<file path="config.mk">
export PLATFORM = sky130hd
export DESIGN_NAME = booth_iter_mul_flat
export DESIGN_NICKNAME = d
export VERILOG_FILES = /design/src/rtl/booth_iter_mul_if.sv /design/src/rtl/booth_iter_mul.sv /design/src/flat_wrapper.sv
export SDC_FILE = /design/constraint.sdc
export NUM_CORES = 1
export LEC_CHECK = 0
export CAP_MARGIN = 0
export CORE_UTILIZATION = 40
export CTS_BUF_LIST = sky130_fd_sc_hd__clkbuf_16
export CTS_CLUSTER_DIAMETER = 200
export DETAILED_ROUTE_END_ITERATION = 6
export SYNTH_ARGS = -nofsm -noshare
export SYNTH_HDL_FRONTEND = slang
export SYNTH_SLANG_ARGS = --single-unit
</file>
<file path="constraint.sdc">
create_clock -name clk -period 8.4 [get_ports clk]
set_input_delay 1.68 -clock clk [delete_from_list [all_inputs] [get_ports clk]]
set_output_delay 1.68 -clock clk [all_outputs]
set_load 0.01 [all_outputs]
</file>
<file path="src/rtl/booth_iter_mul_if.sv">
// Operand/result handshake bundle for booth_iter_mul.
// A transfer happens on a rising edge where valid && ready; the producer holds valid
// and its payload stable until then, and valid never waits on ready.
interface booth_iter_mul_if #(
  parameter int WIDTH = 32
);
  logic                 in_valid;
  logic                 in_ready;
  logic                 in_signed;
  logic [WIDTH-1:0]     in_x;
  logic [WIDTH-1:0]     in_y;
  logic                 out_valid;
  logic                 out_ready;
  logic [2*WIDTH-1:0]   out_result;
  logic                 busy;

  modport master (
    output in_valid, in_signed, in_x, in_y, out_ready,
    input  in_ready, out_valid, out_result, busy
  );

  modport slave (
    input  in_valid, in_signed, in_x, in_y, out_ready,
    output in_ready, out_valid, out_result, busy
  );
endinterface

</file>
<file path="src/rtl/booth_iter_mul.sv">
// Sequential radix-4 Booth multiplier: one recoded multiplier group per cycle.
// Define BOOTH_EARLY_TERM_EN to stop as soon as the remaining groups all decode to 0.
module booth_iter_mul #(
  parameter int WIDTH = 32
) (
  input  logic                clk,
  input  logic                resetn,
  booth_iter_mul_if.slave     bus,
  output logic [1:0]          state_dbg
);

  localparam int CW = $clog2(WIDTH/2 + 2);
  localparam int PW = 2*WIDTH;
  localparam logic [CW-1:0] LAST_S = CW'(WIDTH/2 - 1);
  localparam logic [CW-1:0] LAST_U = CW'(WIDTH/2);

  typedef enum logic [1:0] {IDLE = 2'd0, BUSY = 2'd1, DONE = 2'd2} state_t;

  state_t              state, state_nxt;
  logic [PW-1:0]       x_q;
  logic [WIDTH+2:0]    y_q;      // bit 0 is the implicit y[-1]
  logic [PW-1:0]       acc_q;
  logic [PW-1:0]       result_q;
  logic [CW-1:0]       cnt_q;
  logic                signed_q;

  logic [CW:0]         sh;
  logic [WIDTH+2:0]    y_shift;
  logic [2:0]          grp;
  logic                neg;
  logic [PW-1:0]       x_sel;
  logic [PW-1:0]       pp;
  logic [PW-1:0]       cin;
  logic [PW-1:0]       acc_nxt;
  logic                last_iter;
  logic                finish;

  assign sh      = {cnt_q, 1'b0};
  assign y_shift = y_q >> sh;
  assign grp     = y_shift[2:0];

  always_comb begin
    x_sel = '0;
    neg   = 1'b0;
    case (grp)
      3'b001, 3'b010: x_sel = x_q;
      3'b011:         x_sel = {x_q[PW-2:0], 1'b0};
      3'b100: begin
        x_sel = {x_q[PW-2:0], 1'b0};
        neg   = 1'b1;
      end
      3'b101, 3'b110: begin
        x_sel = x_q;
        neg   = 1'b1;
      end
      default: x_sel = '0;
    endcase
  end

  // Negation is ~value plus a carry-in at the group's weight.
  assign pp      = (neg ? ~x_sel : x_sel) << sh;
  assign cin     = neg ? (PW'(1) << sh) : '0;
  assign acc_nxt = acc_q + pp + cin;

  assign last_iter = (cnt_q == (signed_q ? LAST_S : LAST_U));

`ifdef BOOTH_EARLY_TERM_EN
  logic [WIDTH+2:0] y_tail;
  logic             tail_uniform;
  // Remaining groups are all zero once every bit from 2(i+1)-1 upward matches the top bit.
  assign y_tail       = $signed(y_q) >>> (sh + (CW+1)'(2));
  assign tail_uniform = (y_tail == '0) || (&y_tail);
  assign finish       = last_iter || tail_uniform;
`else
  assign finish       = last_iter;
`endif

  always_ff @(posedge clk or negedge resetn) begin
    if (!resetn) state <= IDLE;
    else         state <= state_nxt;
  end

  always_comb begin
    state_nxt = state;
    case (state)
      IDLE:    if (bus.in_valid) state_nxt = BUSY;
      BUSY:    if (finish)       state_nxt = DONE;
      DONE:    if (bus.out_ready) state_nxt = IDLE;
      default: state_nxt = IDLE;
    endcase
  end

  always_ff @(posedge clk or negedge resetn) begin
    if (!resetn) begin
      x_q      <= '0;
      y_q      <= '0;
      acc_q    <= '0;
      result_q <= '0;
      cnt_q    <= '0;
      signed_q <= 1'b0;
    end else begin
      case (state)
        IDLE: if (bus.in_valid) begin
          x_q      <= bus.in_signed ? {{WIDTH{bus.in_x[WIDTH-1]}}, bus.in_x}
                                    : {{WIDTH{1'b0}}, bus.in_x};
          y_q      <= {{2{bus.in_signed & bus.in_y[WIDTH-1]}}, bus.in_y, 1'b0};
          signed_q <= bus.in_signed;
          acc_q    <= '0;
          cnt_q    <= '0;
        end
        BUSY: begin
          acc_q <= acc_nxt;
          cnt_q <= cnt_q + CW'(1);
          if (finish) result_q <= acc_nxt;
        end
        default: ;
      endcase
    end
  end

  assign bus.in_ready   = (state == IDLE);
  assign bus.busy       = (state == BUSY);
  assign bus.out_valid  = (state == DONE);
  assign bus.out_result = result_q;
  assign state_dbg      = state;

endmodule

</file>
<file path="src/flat_wrapper.sv">
// flat-port wrapper written by rule: the top's interface ports become plain ports
module booth_iter_mul_flat 
#(
  parameter int WIDTH = 32
)
  (clk, resetn, state_dbg, bus_in_valid, bus_in_signed, bus_in_x, bus_in_y, bus_out_ready, bus_in_ready, bus_out_valid, bus_out_result, bus_busy);
  booth_iter_mul_if #(.WIDTH(WIDTH)) bus_i ();
  input  logic clk;
  input  logic resetn;
  output logic [1:0] state_dbg;
  input wire logic [$bits(bus_i.in_valid)-1:0] bus_in_valid;
  input wire logic [$bits(bus_i.in_signed)-1:0] bus_in_signed;
  input wire logic [$bits(bus_i.in_x)-1:0] bus_in_x;
  input wire logic [$bits(bus_i.in_y)-1:0] bus_in_y;
  input wire logic [$bits(bus_i.out_ready)-1:0] bus_out_ready;
  output wire logic [$bits(bus_i.in_ready)-1:0] bus_in_ready;
  output wire logic [$bits(bus_i.out_valid)-1:0] bus_out_valid;
  output wire logic [$bits(bus_i.out_result)-1:0] bus_out_result;
  output wire logic [$bits(bus_i.busy)-1:0] bus_busy;
  assign bus_i.in_valid = bus_in_valid;
  assign bus_i.in_signed = bus_in_signed;
  assign bus_i.in_x = bus_in_x;
  assign bus_i.in_y = bus_in_y;
  assign bus_i.out_ready = bus_out_ready;
  assign bus_in_ready = bus_i.in_ready;
  assign bus_out_valid = bus_i.out_valid;
  assign bus_out_result = bus_i.out_result;
  assign bus_busy = bus_i.busy;
  booth_iter_mul #(.WIDTH(WIDTH)) u_core (.clk(clk), .resetn(resetn), .bus(bus_i), .state_dbg(state_dbg));
endmodule
</file>
## Word-level counts from Yosys, hierarchy flattened

Cells that the tools add are included.

- Add/sub/neg operators: 3
- $mul: 0
- Divide/modulo/power cells: 0
- Order comparisons: 0
- Equality and inequality tests: 12
- Shifts and indexed selects: 3
- Mux-type cells: 14
- Bitwise operators: 2
- Reductions and logical operators: 9

Operators by type and width:

| cell | count |
|---|---|
| $mux W64 | 4 |
| $pmux W64 S2 | 2 |
| $add A64 B64 Y64 | 2 |
| $not A64 Y64 | 1 |
| $shl A1 B6 Y64 const A | 1 |
| $shl A64 B6 Y64 | 1 |
| $shr A35 B6 Y3 | 1 |
| $mux W5 | 2 |
| $pmux W5 S2 | 1 |
| $eq A3 B3 Y1 const B | 3 |
| $eq A3 B2 Y1 const B | 2 |
| $mux W2 | 3 |
| $pmux W2 S3 | 1 |
| $reduce_and A2 Y1 | 3 |
| $add A5 B1 Y5 const B | 1 |
| $eq A5 B5 Y1 | 1 |
| $ne A2 B2 Y1 const B | 2 |
| $reduce_or A4 Y1 | 1 |
| $eq A3 B1 Y1 const B | 1 |
| $reduce_and A3 Y1 | 1 |
| $reduce_or A3 Y1 | 1 |
| $eq A2 B1 Y1 const B | 1 |
| $eq A2 B2 Y1 const B | 1 |
| $logic_not A2 Y1 | 1 |
| other kinds (5) | 5 |

- Register bits after elaboration: 233
- Latch bits: 0
- Memory bits (writable): 0
- Memory bits (read-only): 0
- Input bits: 69
- Output and inout port bits: 69
- Logic and storage cells: 50
- Memories kept: 0

## Depth between registers and ports, before layout

- Depth in word-level cells: 10
- Gate-level depth with buffers: 39
- Gate-level depth less buffers: 31

## Worst setup path after synthesis

Ideal clock, no wire load.

- Kind: register to register
- From: register u_core.cnt_q[0]
- To: register u_core.acc_q[63]
- Library setup time: 0.124 ns
- Arrival: 8.667 ns
- Required time: 8.276 ns
- Slack: -0.391 ns
- Stages on the path, launching flop included: 33
- Buffers on the path: 11
- Clock period less this slack: 8.791 ns
- Cells stage by stage: dfrtp_1 > buf_6 > clkbuf_1 > clkbuf_1 > mux4_2 > mux4_2 > o21ai_0 > ha_1 > clkbuf_1 > buf_2 > clkbuf_1 > clkbuf_1 > o32ai_4 > buf_2 > buf_2 > clkbuf_1 > nor3_1 > nand3_1 > fa_1 > inv_1 > ha_1 > a21o_1 > a221o_1 > a21oi_1 > nand3_1 > o21ai_0 > a21oi_1 > a311oi_1 > o21a_1 > clkbuf_1 > xnor2_1 > o31ai_1 > a211o_1

- Cells in the longest elaborated chain, start to end: 10
- Elaborated cells on any way between the ends: 20
- Those cells by class: add/sub (2); eq/ne (6); shift (3); mux (5); bitwise (1); reduce/logical (3)

RTL lines:

| item | line | source |
|---|---|---|
| from (decl) | booth_iter_mul.sv:24 | `logic [CW-1:0] cnt_q;` |
| from (signal assigned) | booth_iter_mul.sv:113 | `cnt_q <= cnt_q + CW'(1);` |
| $shr A35 B6 Y3 | booth_iter_mul.sv:39 | `assign y_shift = y_q >> sh;` |
| $eq A3 B1 Y1, or another cell as far along | booth_iter_mul.sv:45 | `case (grp)` |
| $reduce_or A4 Y1 (no source line) or $reduce_or A2 Y1 (tied branches) | n/a |  |
| $pmux W64 S2 | booth_iter_mul.sv:45 |  |
| $not A64 Y64 | booth_iter_mul.sv:61 | `assign pp = (neg ? ~x_sel : x_sel) << sh;` |
| $mux W64 | booth_iter_mul.sv:61 |  |
| $shl A64 B6 Y64 | booth_iter_mul.sv:61 |  |
| $add A64 B64 Y64 | booth_iter_mul.sv:63 | `assign acc_nxt = acc_q + pp + cin;` |
| $add A64 B64 Y64 (*) | booth_iter_mul.sv:63 |  |
| $pmux W64 S2 (*) | booth_iter_mul.sv:102 | `case (state)` |
| to (signal assigned) | booth_iter_mul.sv:112 | `acc_q <= acc_nxt;` |
| to (decl) | booth_iter_mul.sv:22 | `logic [PW-1:0] acc_q;` |

Every way passes the cells marked *; elsewhere a longest branch is shown, timed or not.
A chain may end at the register's enable or synchronous reset.

## Worst setup path in the final report

Same ends and word-level chain as after synthesis.

==> impl_metrics.json <==
{
  "outcome": "finished, final reports clean",
  "num_vias": 15200,
  "start_util_pct": 40.8,
  "hold_viol_final": 0,
  "yosysUniqueCellTypes": 81,
  "async_flop_share_pct": 100,
  "critical_path_class": "flop to flop",
  "post-route-min-period_ns": 8.06,
  "arrival_ns": 8.50,
  "use_met2_pct": 39.6,
  "synth_ff_type": "dfrtp_1",
  "gp_congestion": 0.947,
  "synth_compound_area_share_pct": 21.6,
  "most-common-layout-cells": "419 x nand2_1, 198 x dfrtp_1, 136 x clkdlybuf4s50_1",
  "crit_fanout": 11,
  "cts.clk_slew.worst_paths_ns": 0.06,
  "hold_slack_ns": 0.471,
  "via_per_inst": 5.77,
  "top_usage_layer": "met2",
  "end_kind": "flop",
  "clock_sinks": 202,
  "wl_per_cell_um": 20.4,
  "grtUsageMet1_pct": 37.7,
  "yosys.area.top_type": "dfrtp_1",
  "grt_pass1_wl_mm": 85.5,
  "cp_slowest_cell": "dfrtp_4",
  "relSlewSlack_pct": 33.7,
  "yosys.area_share.simple_pct": 18.0,
  "yosysTopAreaCellShare_pct": 30.1,
  "syn_area_um2": 16800,
  "synth_cells": 1978,
  "num_rows": 74,
  "synthAdderAreaFrac_pct": 11.6,
  "yosys.area_share.xor_xnor_pct": 5.64,
  "crit_path_start_kind": "flop",
  "fin_area_um2": 19800,
  "clock.fmax_mhz": 124,
  "grt_util_met3_pct": 2.40,
  "die_area_um2": 42800,
  "area_growth_pct": 17.9,
  "avgSynthCellArea_um2": 8.48,
  "synth-edff-count": 0,
  "dpl_cell_area_um2": 18900,
  "required_ns": 8.84,
  "synth_top_family_by_area": "compound AO/OA/AOI/OAI gates",
  "core_area_um2": 41100,
  "layout.nets": 2289,
  "max_cap_viol_count": 0,
  "yosys_warnings": 0,
  "drt_first_pass_iters": 7,
  "ant_nets": 0,
  "min_period_over_period_pct": 96.0,
  "ioPinCount": 138,
  "fp.dieW_um": 207,
  "finalClockSkew_ns": 0.0203,
  "grt_antenna_before_repair": 0,
  "nFillCells": 4035,
  "drive_above_1_share_pct": 9.22,
  "dp_hpwl_mm": 40.3,
  "totalNegativeSetupSlack_ns": 0,
  "drcViolationCount": 0,
  "insertion_delay_ns": 0.56,
  "finalWirelength_mm": 53.9,
  "htreeDepth": 1,
  "grt_pass1_vias": 14700,
  "drv_slew": 0,
  "yosysSeqAreaShare_pct": 30.1,
  "ys_ff_latch": 202,
  "port_buffers": 137,
  "antenna_cells": 0,
  "worst_path_largest_cell_delay_ns": 0.54,
  "cts_buffers": 25,
  "netlist_top_cells_area": "dfrtp_1 30%, nand2_1 9.4%, ha_1 7.7%, xnor2_1 4.5%, fa_1 3.9%",
  "final_common_cell": "nand2_1",
  "overflow": 0,
  "cts-root-buf": "clkbuf_16",
  "drtIter0Drc": 1318,
  "hold_class": "flop to flop",
  "grt_max_degree": 89,
  "setup_viol": 0,
  "grt_use_total_pct": 25.5,
  "fp.dieH_um": 207,
  "muxShareOfSynthArea_pct": 8.16,
  "cts_buffer_depth": 3,
  "tightest_slew_ns": 0.995,
  "tritoncts": "done"
}
==> synthesized netlist by cell type (all sizes together), types with 10 or more instances <==
cell,count
nand2,421
dfrtp,202
a21oi,121
clkbuf,114
o21ai,108
nor2,105
ha,103
xnor2,87
inv,59
mux2i,55
a22o,53
a21o,44
nand3,40
nor3,37
fa,33
mux4,30
buf,27
and2,21
nand4,21
xor2,21
and3,20
a2111oi,17
a311oi,17
o21a,17
a211oi,16
o21bai,16
o31ai,13
a31oi,12
a32o,12
mux2,12
o211ai,11
or3,11
o22ai,10
==> state kept, by name (all words and copies together) (netlist names) <==
| name | cells |
|---|---|
| u_core.acc_q | 64 |
| u_core.bus.out_result | 64 |
| u_core.x_q | 33 |
| u_core.y_q | 33 |
| u_core.cnt_q | 5 |
| u_core.state_dbg | 2 |
| u_core.signed_q | 1 |
==> area by class of cell <==
type                            instances  area, um2  area share (%)
Timing Repair Buffer                  211       1950            9.86
Sequential cell                       202       5060            25.6
Clock inverter                         21        194           0.980
Multi-Input combinational cell       1584      11100            55.9
Clock buffer                           25        626            3.16
Inverter                               60        225            1.14
Tap cell                              532        666            3.36
==> through the flow <==
stage,instances,util [%],setup WS (ns)
floorplan,1987,-,0.0277
global placement,2588,45.9,0.213
detailed placement,2588,45.9,0.128
CTS,2634,47.9,0.0669
global route,2635,48.1,-0.00734
finish,2635,48.1,0.335
==> cells by family after synthesis <==
group	after synthesis
XOR/XNOR	108
buffers and inverters	201
adder cells (fa/ha/maj)	136
AND/OR/NAND/NOR	706
flip-flops	202
AO/OA/AOI/OAI	526
multiplexers	97
other	2
==> per-layer routing <==
metal | up-vias | routed length (um)
li1 | 7276 | -
met1 | 7392 | 26000
met2 | 463 | 24000
met3 | 72 | 2630
met4 | 0 | 1270
met5 | - | 0
==> what timing repair did <==
action / in CTS / in global routing
endpoints found under the setup margin: 0 / 40
gates resized for setup: 0 / 24
setup buffers: 0 / 1
hold buffers: 0 / 0
==> path summary, 6_finish.rpt <==
path | startpoint | end | slack, ns | cells after the start
hold / removal | u_core.bus.out_result[21] | u_core.bus.out_result[21] | 0.47 | 2
setup reg to reg | u_core.cnt_q[0] | u_core.acc_q[63] | 0.34 | 29
hold reg to reg | u_core.bus.out_result[21] | u_core.bus.out_result[21] | 0.47 | 2
min in group asynchronous | resetn | u_core.bus.out_result[16] | 1.14 | 1
max in group asynchronous | resetn | u_core.cnt_q[0] | 5.78 | 2
setup / recovery | u_core.cnt_q[0] | u_core.acc_q[63] | 0.34 | 29
==> critical path, delay by kind of cell, from the launching register on <==
kind / cells / cell delay [ns]
AOI/OAI and AO/OA: 12 / 2.81
xor gates and xnor gates: 2 / 0.38
adders and majority gates: 3 / 1.15
buffers and inverters: 3 / 0.36
DFF: 1 / 0.54
muxes: 2 / 1.00
and+or+nand+nor: 7 / 1.72
Power is left out: the tool's default activity adds up to more than one toggle a clock period on the data nets, which glitch-free logic cannot reach.
